[src/rtl/bus_pkg.sv]
// Shared types and constants for the bus transfer mux.
package bus_pkg;

  localparam int unsigned NUM_MASTERS = 4;
  localparam int unsigned IDX_W       = 2;
  localparam int unsigned ADDR_W_DEF  = 16;
  localparam int unsigned DATA_W_DEF  = 32;
  localparam int unsigned TMR_W       = 8;

  typedef enum logic [2:0] {
    IDLE    = 3'd0,
    ISSUE   = 3'd1,
    DONE    = 3'd2,
    ABORT   = 3'd3,
    RELEASE = 3'd4
  } state_t;

  // Index of the set bit of a one-hot vector (0 when none set).
  function automatic logic [IDX_W-1:0] onehot_to_idx(input logic [NUM_MASTERS-1:0] oh);
    logic [IDX_W-1:0] idx;
    idx = '0;
    for (int unsigned i = 0; i < NUM_MASTERS; i++) begin
      if (oh[i]) idx = IDX_W'(i);
    end
    return idx;
  endfunction

endpackage

[src/rtl/bus_xfer_timer.sv]
// Timeout counter for the ISSUE phase: counts enabled cycles since the last clear.
module bus_xfer_timer
  import bus_pkg::*;
#(
  parameter int unsigned LIMIT = 15
) (
  input  logic clk,
  input  logic reset_n,
  input  logic clear,
  input  logic en,
  output logic expired_c
);

  logic [TMR_W-1:0] count;

  // High when one more enabled cycle reaches LIMIT.
  assign expired_c = (count == TMR_W'(LIMIT - 1));

  // Counter register.
  always_ff @(posedge clk or negedge reset_n) begin
    if (!reset_n) begin
      count <= '0;
    end else if (clear) begin
      count <= '0;
    end else if (en) begin
      count <= count + TMR_W'(1);
    end
  end

endmodule

[src/rtl/bus_xfer_mux.sv]
// Routes the granted master's transaction onto the shared bus and runs the
// ready/timeout handshake, returning done/err pulses and read data.
module bus_xfer_mux
  import bus_pkg::*;
#(
  parameter int unsigned ADDR_W  = ADDR_W_DEF,
  parameter int unsigned DATA_W  = DATA_W_DEF,
  parameter int unsigned TIMEOUT = 15
) (
  input  logic                          clk,
  input  logic                          reset_n,
  input  logic [NUM_MASTERS-1:0]        grant,
  input  logic [NUM_MASTERS*ADDR_W-1:0] m_addr,
  input  logic [NUM_MASTERS*DATA_W-1:0] m_wdata,
  input  logic [NUM_MASTERS-1:0]        m_we,
  output logic [NUM_MASTERS-1:0]        m_done,
  output logic [NUM_MASTERS-1:0]        m_err,
  output logic [DATA_W-1:0]             m_rdata,
  output logic                          bus_valid,
  output logic                          bus_we,
  output logic [ADDR_W-1:0]             bus_addr,
  output logic [DATA_W-1:0]             bus_wdata,
  input  logic                          bus_ready,
  input  logic [DATA_W-1:0]             bus_rdata,
  output logic                          grant_err
);

  state_t                 state, state_nxt;
  logic [IDX_W-1:0]       owner, owner_nxt;
  logic                   withdrawn, withdrawn_nxt;
  logic [NUM_MASTERS-1:0] m_done_nxt, m_err_nxt;
  logic [DATA_W-1:0]      m_rdata_nxt;
  logic                   bus_valid_nxt, bus_we_nxt;
  logic [ADDR_W-1:0]      bus_addr_nxt;
  logic [DATA_W-1:0]      bus_wdata_nxt;
  logic                   grant_err_nxt;

  logic                   grant_multi, grant_onehot;
  logic [IDX_W-1:0]       cap_idx;
  logic                   lost;
  logic                   timer_clear, timer_en, timer_expired_c;

  // Grant decode: more than one bit set, exactly one bit set, and its index.
  assign grant_multi  = (grant & (grant - NUM_MASTERS'(1))) != '0;
  assign grant_onehot = (grant != '0) && !grant_multi;
  assign cap_idx      = onehot_to_idx(grant);

  // Owner has lost its grant at some point during the current bus cycle.
  assign lost = withdrawn || !grant[owner];

  bus_xfer_timer #(
    .LIMIT(TIMEOUT)
  ) u_timer (
    .clk      (clk),
    .reset_n  (reset_n),
    .clear    (timer_clear),
    .en       (timer_en),
    .expired_c(timer_expired_c)
  );

  // State and output registers.
  always_ff @(posedge clk or negedge reset_n) begin
    if (!reset_n) begin
      state     <= IDLE;
      owner     <= '0;
      withdrawn <= 1'b0;
      m_done    <= '0;
      m_err     <= '0;
      m_rdata   <= '0;
      bus_valid <= 1'b0;
      bus_we    <= 1'b0;
      bus_addr  <= '0;
      bus_wdata <= '0;
      grant_err <= 1'b0;
    end else begin
      state     <= state_nxt;
      owner     <= owner_nxt;
      withdrawn <= withdrawn_nxt;
      m_done    <= m_done_nxt;
      m_err     <= m_err_nxt;
      m_rdata   <= m_rdata_nxt;
      bus_valid <= bus_valid_nxt;
      bus_we    <= bus_we_nxt;
      bus_addr  <= bus_addr_nxt;
      bus_wdata <= bus_wdata_nxt;
      grant_err <= grant_err_nxt;
    end
  end

  // Next-state and next-output logic.
  always_comb begin
    state_nxt     = state;
    owner_nxt     = owner;
    withdrawn_nxt = withdrawn;
    m_done_nxt    = '0;
    m_err_nxt     = '0;
    m_rdata_nxt   = m_rdata;
    bus_valid_nxt = bus_valid;
    bus_we_nxt    = bus_we;
    bus_addr_nxt  = bus_addr;
    bus_wdata_nxt = bus_wdata;
    grant_err_nxt = grant_err || grant_multi;
    timer_clear   = 1'b1;
    timer_en      = 1'b0;

    case (state)
      IDLE: begin
        if (grant_onehot) begin
          owner_nxt     = cap_idx;
          bus_addr_nxt  = m_addr[32'(cap_idx)*ADDR_W +: ADDR_W];
          bus_wdata_nxt = m_wdata[32'(cap_idx)*DATA_W +: DATA_W];
          bus_we_nxt    = m_we[cap_idx];
          bus_valid_nxt = 1'b1;
          withdrawn_nxt = 1'b0;
          state_nxt     = ISSUE;
        end
      end

      ISSUE: begin
        timer_clear   = 1'b0;
        withdrawn_nxt = lost;
        if (bus_ready) begin
          bus_valid_nxt = 1'b0;
          if (!bus_we) m_rdata_nxt = bus_rdata;
          if (lost) begin
            state_nxt = RELEASE;
          end else begin
            m_done_nxt[owner] = 1'b1;
            state_nxt         = DONE;
          end
        end else begin
          timer_en = 1'b1;
          if (timer_expired_c) begin
            bus_valid_nxt = 1'b0;
            if (lost) begin
              state_nxt = RELEASE;
            end else begin
              m_err_nxt[owner] = 1'b1;
              state_nxt        = ABORT;
            end
          end
        end
      end

      DONE, ABORT: begin
        state_nxt = RELEASE;
      end

      RELEASE: begin
        // Hold off until the owner's grant drops so a stale grant cannot relaunch.
        if (!grant[owner]) state_nxt = IDLE;
      end

      default: begin
        state_nxt = IDLE;
      end
    endcase
  end

endmodule
[config.mk]
export PLATFORM = sky130hd
export DESIGN_NAME = bus_xfer_mux
export DESIGN_NICKNAME = d
export VERILOG_FILES = /design/src/rtl/bus_pkg.sv /design/src/rtl/bus_xfer_timer.sv /design/src/rtl/bus_xfer_mux.sv
export SDC_FILE = /design/constraint.sdc
export NUM_CORES = 1
export LEC_CHECK = 0
export ABC_AREA = 1
export BUFFER_PORTS_ARGS = -buffer_cell sky130_fd_sc_hd__buf_4
export CAP_MARGIN = 30
export CORE_AREA = 2 2 127 129
export CTS_BUF_LIST = sky130_fd_sc_hd__clkbuf_8
export DETAILED_ROUTE_END_ITERATION = 16
export DIE_AREA = 0 0 129 131
export PLACE_DENSITY = 0.8
export SLEW_MARGIN = 30
export SYNTH_ARGS = -nofsm -noshare
export SYNTH_HDL_FRONTEND = slang
export SYNTH_SLANG_ARGS = --single-unit
[constraint.sdc]
create_clock -name clk -period 2.15 [get_ports clk]
set_clock_uncertainty 0.2 [all_clocks]
set_input_delay 0.1075 -clock clk [delete_from_list [all_inputs] [get_ports clk]]
set_output_delay 0.1075 -clock clk [all_outputs]
set_load 0.005 [all_outputs]
==> impl_metrics.ini, run 1 <==
[global_routing]
grt_pass1_wl_um = 40700
grt_use_total_pct = 30.8
grt_max_degree = 106
antenna_found_initial = 0
gr-total-overflow = 0
grt_pass1_vias = 8387

[setup_path]
crit_buf_inv = 4
arrival_ns = 2.11
worstPathRequired_ns = 2.23
setup.reg_to_reg.worst_slack_ns = 0.24
slowest_delay_ns = 0.63
path_depth = 10
worstSetupPathType = in -> reg
r2r_cells = 8
slowest_stage = dlygate4sd3_1
cp-end-kind = register
start_kind = primary input
path_cells = buf_4 -> nor2_4 -> inv_2 -> buf_4 -> a21oi_1 -> o21ai_0 -> dlygate4sd3_1 -> nand2_1 -> nand2_1 -> nand2_1
cp_top_family = buffers and inverters
cp_max_fo = 74
crit_path_frequent_cell = nand2_1

[power_and_ir_drop]
p_sw_w = 0.00322
powerDensity_mw_per_mm2 = 780
sw_frac_of_total_pct = 37.6
clockPowerShare_pct = 15.3
vdd_ir_drop_max_mv = 0.431
cell_internal_pwr_w = 0.00535
power_leakage_nw = 5.81
power_frac_comb_pct = 46.7
p_seq_share_pct = 38.0

[routing]
num_vias = 8200
drtIter0Drc = 622
viasPerCell = 5.15
drc_errors = 0
dr.pass1.iters = 5
wl_per_cell_um = 16.9
wirelength_um = 27000
antenna_left = 0

[timing]
finalCriticalPeriod_ns = 2.03
rsz0062_at_grt = no
hold_viol = 0
slew_headroom_pct = 44.0
tns_ns = 0
setup_viol_count_final = 0
setup_ws_ns = 0.122
period_share_pct = 94.3
max_freq_mhz = 493
final_max_slew_viol_count = 0
worstMarginPinSlew_ns = 0.839

[clocking]
cts-htree-levels = 3
cts_tree = done
clkLatencyLatePin_ns = 0.38
clk_path_buf_depth = 2
cts-root-buf = clkbuf_8
cts_buffers = 9
cts.sinks = 105
cts.clk_slew.worst_paths_ns = 0.11

[hold_path]
min_path_type = in -> reg
whs_path_depth = 7

[place]
io_buffers = 325
finalWeightedCongestion = 0.859
placed_area_mm2 = 0.00851
place_ws_ns = 0.157
dpl.hpwl_um = 14300
dp.cells = 1348

[cells_and_area]
final_cells = 1592
area_growth_pct = 84.3
fin_nets = 1608
finish.utilization_pct = 70.5
nFillCells = 1077
drive_gt1_share_pct = 26.4
num_antenna_cells = 0
final_cell_area_mm2 = 0.0110

[floorplan]
initial_utilization_pct = 38.3
dieArea_mm2 = 0.0169
io_pins = 326
die_x_um = 129
die_h_um = 131
coreArea_mm2 = 0.0156
placementRows = 46

[synthesis]
synth_nets = 1085
synth_cells = 848
syn_area_per_cell_um2 = 7.04
synth.ff_latch_count = 105
synthesis.area_mm2 = 0.00597
synth_seq_area_share_pct = 44.0
synth_cell_types = 26
yosys_warnings = 0

[outcome]
outcome = finished, final reports clean

[run]
max-cap-violations = 0
[kinds of logic after synthesis]
logic type,share of synthesized area [%]
flip-flops,44.0
AO/OA/AOI/OAI,17.0
buffers and inverters,13.4
AND/OR/NAND/NOR,25.2
adder cells (fa/ha/maj),0.419
[cells in the mapped netlist]
| library cell | count | area [µm²] |
|---|---|---|
| nand4_1 | 4 | 25.0 |
| ha_1 | 2 | 25.0 |
| clkbuf_1 | 15 | 56.3 |
| inv_1 | 124 | 465 |
| o31ai_1 | 1 | 7.51 |
| a21oi_1 | 52 | 260 |
| inv_2 | 8 | 30.0 |
| nand3_2 | 1 | 10.0 |
| o21ai_1 | 35 | 175 |
| dfrtp_1 | 105 | 2630 |
| nor2_1 | 46 | 173 |
| clkbuf_2 | 1 | 5.00 |
| nand3_1 | 19 | 95.1 |
| nor2_8 | 1 | 20.0 |
| nor2_4 | 1 | 11.3 |
| nand2_2 | 2 | 12.5 |
| or2_1 | 2 | 12.5 |
| nor3_1 | 3 | 15.0 |
| o211ai_1 | 36 | 270 |
| buf_6 | 10 | 113 |
| buf_4 | 6 | 45.0 |
| nor2_2 | 1 | 6.26 |
| buf_2 | 17 | 85.1 |
| o22ai_1 | 12 | 75.1 |
| o21ai_0 | 45 | 225 |
| nand2_1 | 299 | 1120 |
[per-layer routing]
layer	vias up	wire [µm]	track usage (%)
met2	572	13300	53.4
met4	0	1890	21.4
met5	-	0	0
met3	168	2300	7.41
met1	3756	9480	33.2
li1	3704	-	-
[worst reg2reg max path, cell delays in order, from the launching register on]
cell and delay (ns):
dfrtp_1 0.41, inv_1 0.07, nand3_2 0.11, nor2_2 0.13
inv_2 0.09, or2_2 0.31, buf_12 0.19, nand2_1 0.17
o21ai_1 0.10
[per-stage QoR]
step,hold slack [ns],power [W]
after floorplan,-0.388,0.00477
after CTS,0.000243,0.00838
after detailed placement,0.0271,0.00668
final,0.0421,0.00857
after global routing,0.0808,0.00913
after global placement,0.0234,0.00657
[worst paths after layout]
path / start / to
worst min-delay path: m_wdata[42] / bus_wdata[10]$_DFFE_PN0P_
max in group asynchronous: reset_n / bus_wdata[20]$_DFFE_PN0P_
worst max register to register: state[1]$_DFFE_PN0P_ / m_rdata[3]$_DFFE_PN0P_
worst min register to register: bus_wdata[9]$_DFFE_PN0P_ / bus_wdata[9]$_DFFE_PN0P_
min in group asynchronous: reset_n / m_rdata[6]$_DFFE_PN0P_
worst max-delay path: grant[3] / bus_addr[0]$_DFFE_PN0P_
[area by class of cell]
cell class                 count  area (µm²)  share of cell area, %
timing repair buffer         561        4860                   44.2
clock buffer                   9         124                   1.13
sequential                   105        2630                   23.9
multi-input combinational    562        2540                   23.1
clock inverter                 7        80.1                  0.728
inverter                     132         499                   4.54
tap                          216         270                   2.46
[flip-flops by register name (all words and copies together) (netlist names), 2 cells and up]
| signal | count |
|---|---|
| bus_wdata | 32 |
| m_rdata | 32 |
| bus_addr | 16 |
| u_timer.count | 8 |
| m_done | 4 |
| m_err | 4 |
| state | 3 |
| owner | 2 |
[power groups by stage]
stage | registers, W | logic [W] | clock network (W)
after floorplan | 0.00324 | 0.00153 | 0
after global placement | 0.00323 | 0.00334 | 0
after detailed placement | 0.00323 | 0.00345 | 0
after CTS | 0.00321 | 0.00383 | 0.00134
after global routing | 0.00333 | 0.00437 | 0.00143
final | 0.00326 | 0.00400 | 0.00131
[repair_timing]
| action | in CTS | in global routing |
|---|---|---|
| setup endpoints to repair | 0 | 8 |
| hold endpoints to repair | 204 | 1 |
| hold buffers | 228 | 1 |
| setup buffers | 0 | 0 |
| resized for setup | 0 | 2 |
[layout by cell type (no fill, tap or decap), types with 2 or more instances in the layout]
master         Yosys  layout
a21oi_1           52      52
buf_12             0       6
buf_4              6     327
clkbuf_8           0       9
clkinvlp_4         0       2
dfrtp_1          105     105
dlygate4sd3_1      0     228
ha_1               2       2
inv_1            124     125
inv_2              8       6
inv_8              0       2
nand2_1          299     299
nand2_2            2       2
nand3_1           19      19
nand4_1            4       4
nor2_1            46      46
nor3_1             3       3
o211ai_1          36      36
o21ai_0           45      45
o21ai_1           35      35
o22ai_1           12      12
(Power assumes the default switching activity.)
==> run 2, diff against run 1 <==
--- a/config.mk
+++ b/config.mk
@@ -12,6 +12,7 @@
 export CTS_BUF_LIST = sky130_fd_sc_hd__clkbuf_8
 export DETAILED_ROUTE_END_ITERATION = 16
 export DIE_AREA = 0 0 129 131
+export HOLD_SLACK_MARGIN = 0.1
 export PLACE_DENSITY = 0.8
 export SLEW_MARGIN = 30
 export SYNTH_ARGS = -nofsm -noshare
==> run 2 against run 1 <==
Effect of this change: count of clock-buffer cells in the layout did not move; register-to-register slack got worse by 0.19 ns; critical endpoint is now bus_wdata[31]$_DFFE_PN0P_; combinational power rose by 2%; die area did not move.
==> impl_metrics.ini, run 2 (synthesized netlist as in run 1, its figures left out) <==
[global_routing]
grt_pass1_vias = 8511
antenna_found_initial = 1
gr-total-overflow = 0
grt_use_total_pct = 30.9
grt_max_degree = 106
grt_pass1_wl_um = 40900

[routing]
wl_per_cell_um = 16.7
antenna_left = 0
routed-wl-met2_um = 13300
drtIter0Drc = 598
viasPerCell = 5.11
drt-met1-wl_um = 9480
num_vias = 8208
dr.max_layer_used = met4
dr.pass1.iters = 5
drc_errors = 0
wirelength_um = 26800
dr_wl_met3_um = 2300

[setup_path]
slowest_delay_ns = 0.56
path_cells = dlygate4sd3_1 -> buf_4 -> nor2_1 -> dlygate4sd3_1 -> a21oi_1 -> dlygate4sd3_1 -> nand3_1 -> nand2_1
setup.reg_to_reg.worst_slack_ns = 0.05
worstPathRequired_ns = 2.22
cp-end-kind = register
rr_endpoint = m_err[1]$_DFF_PN0_
r2r_cells = 10
arrival_ns = 2.20
crit_path_frequent_cell = dlygate4sd3_1
worstReg2RegStart = owner[0]$_DFFE_PN0P_
start_kind = primary input
worstSetupPathType = in -> reg
cp_max_fo = 1
slowest_stage = dlygate4sd3_1

[clocking]
clk_path_buf_depth = 2
cts.clk_slew.worst_paths_ns = 0.10
clkLatencyLatePin_ns = 0.38
cts-htree-levels = 3
cts.sinks = 105
cts_tree = done
cts_buffers = 9
cts-root-buf = clkbuf_8

[floorplan]
initial_utilization_pct = 38.3
placementRows = 46
dieArea_mm2 = 0.0169
die_h_um = 131
io_pins = 326
coreArea_mm2 = 0.0156
die_x_um = 129

[cells_and_area]
final_cell_mix = 327 x buf_4, 297 x nand2_1, 238 x dlygate4sd3_1, 123 x inv_1, 104 x dfrtp_1
mostFrequentLayoutCell = buf_4
area_growth_pct = 87.1
nFillCells = 1043
drive_gt1_share_pct = 26.9
top_regs = bus_wdata (32), m_rdata (32), bus_addr (16)
fin_nets = 1621

[power_and_ir_drop]
total_power_w = 0.00864
vdd_ir_drop_max_mv = 0.440
power_leakage_nw = 5.88
powerDensity_mw_per_mm2 = 773

[timing]
final_max_slew_viol_count = 0
hold_viol = 0
finalCriticalPeriod_ns = 2.13
max_freq_mhz = 470
worstMarginPinSlew_ns = 0.835
whs_ns = 0.143
slew_headroom_pct = 44.3
period_share_pct = 99.1
setup_viol_count_final = 0
setup_ws_ns = 0.0202

[place]
dpl.hpwl_um = 14300
place_ws_ns = 0.157
finalWeightedCongestion = 0.859
io_buffers = 325

[outcome]
outcome = finished, final reports clean

[hold_path]
min_path_type = in -> async

[run]
max-cap-violations = 0
-- run 2: per-stage QoR --
stage               std cells  utilization (%)  cell area [µm²]  setup TNS, ns
floorplan                 848                -             5970              0
global placement         1348             54.6             8510              0
detailed placement       1348             54.6             8510              0
CTS                      1609             71.6            11200              0
global route             1606             71.6            11200         -0.279
finish                   1607             71.6            11200              0
-- run 2: repair_timing --
action,4_1_cts,5_1_grt
hold buffers,245,1
gates resized for setup,0,17
setup buffers,0,1
endpoints found under the setup margin,0,33
hold endpoints to repair,207,1
-- run 2: power breakdown --
group	switching (W)	leakage, nW	total (W)	internal (W)
logic	0.00196	4.45	0.00406	0.00210
registers	0.000529	1.33	0.00328	0.00275
clock network	0.000753	0.101	0.00131	0.000554
-- run 2: per-layer routing --
| metal | track usage (%) | up-vias |
|---|---|---|
| met4 | 22.4 | 0 |
| li1 | - | 3733 |
| met5 | 0 | - |
| met1 | 32.9 | 3804 |
| met3 | 8.22 | 140 |
| met2 | 53.0 | 531 |
-- run 2: area by class of cell --
cell class              count  area (µm²)  share of cell area, %
multi-input cells         562        2560                   22.9
clock inverters             7        80.1                  0.717
diodes                      2        5.00                 0.0448
well taps                 216         270                   2.42
flip-flops and latches    105        2630                   23.5
inverters                 132         502                   4.49
clock buffers               9         124                   1.11
repair buffers            574        5000                   44.7
-- run 2: worst max path at each step --
| stage | from | end | slack (ns) | cells after the start |
|---|---|---|---|---|
| after floorplan | state[1]$_DFFE_PN0P_ | m_rdata[10]$_DFFE_PN0P_ | 0.50 | 9 |
| after global placement | grant[3] | bus_addr[13]$_DFFE_PN0P_ | 0.25 | 8 |
| after detailed placement | grant[3] | bus_addr[9]$_DFFE_PN0P_ | 0.16 | 8 |
| after CTS | owner[0]$_DFFE_PN0P_ | m_err[1]$_DFF_PN0_ | 0.03 | 10 |
| after global routing | owner[0]$_DFFE_PN0P_ | m_err[0]$_DFF_PN0_ | -0.06 | 10 |
| final | m_wdata[127] | bus_wdata[31]$_DFFE_PN0P_ | 0.02 | 8 |
-- run 2: worst max-delay path, delay by kind of cell --
| kind | cells | cell delay [ns] |
|---|---|---|
| and+or+nand+nor | 3 | 0.24 |
| buffers and inverters | 4 | 1.80 |
| AOI/OAI and AO/OA | 1 | 0.04 |
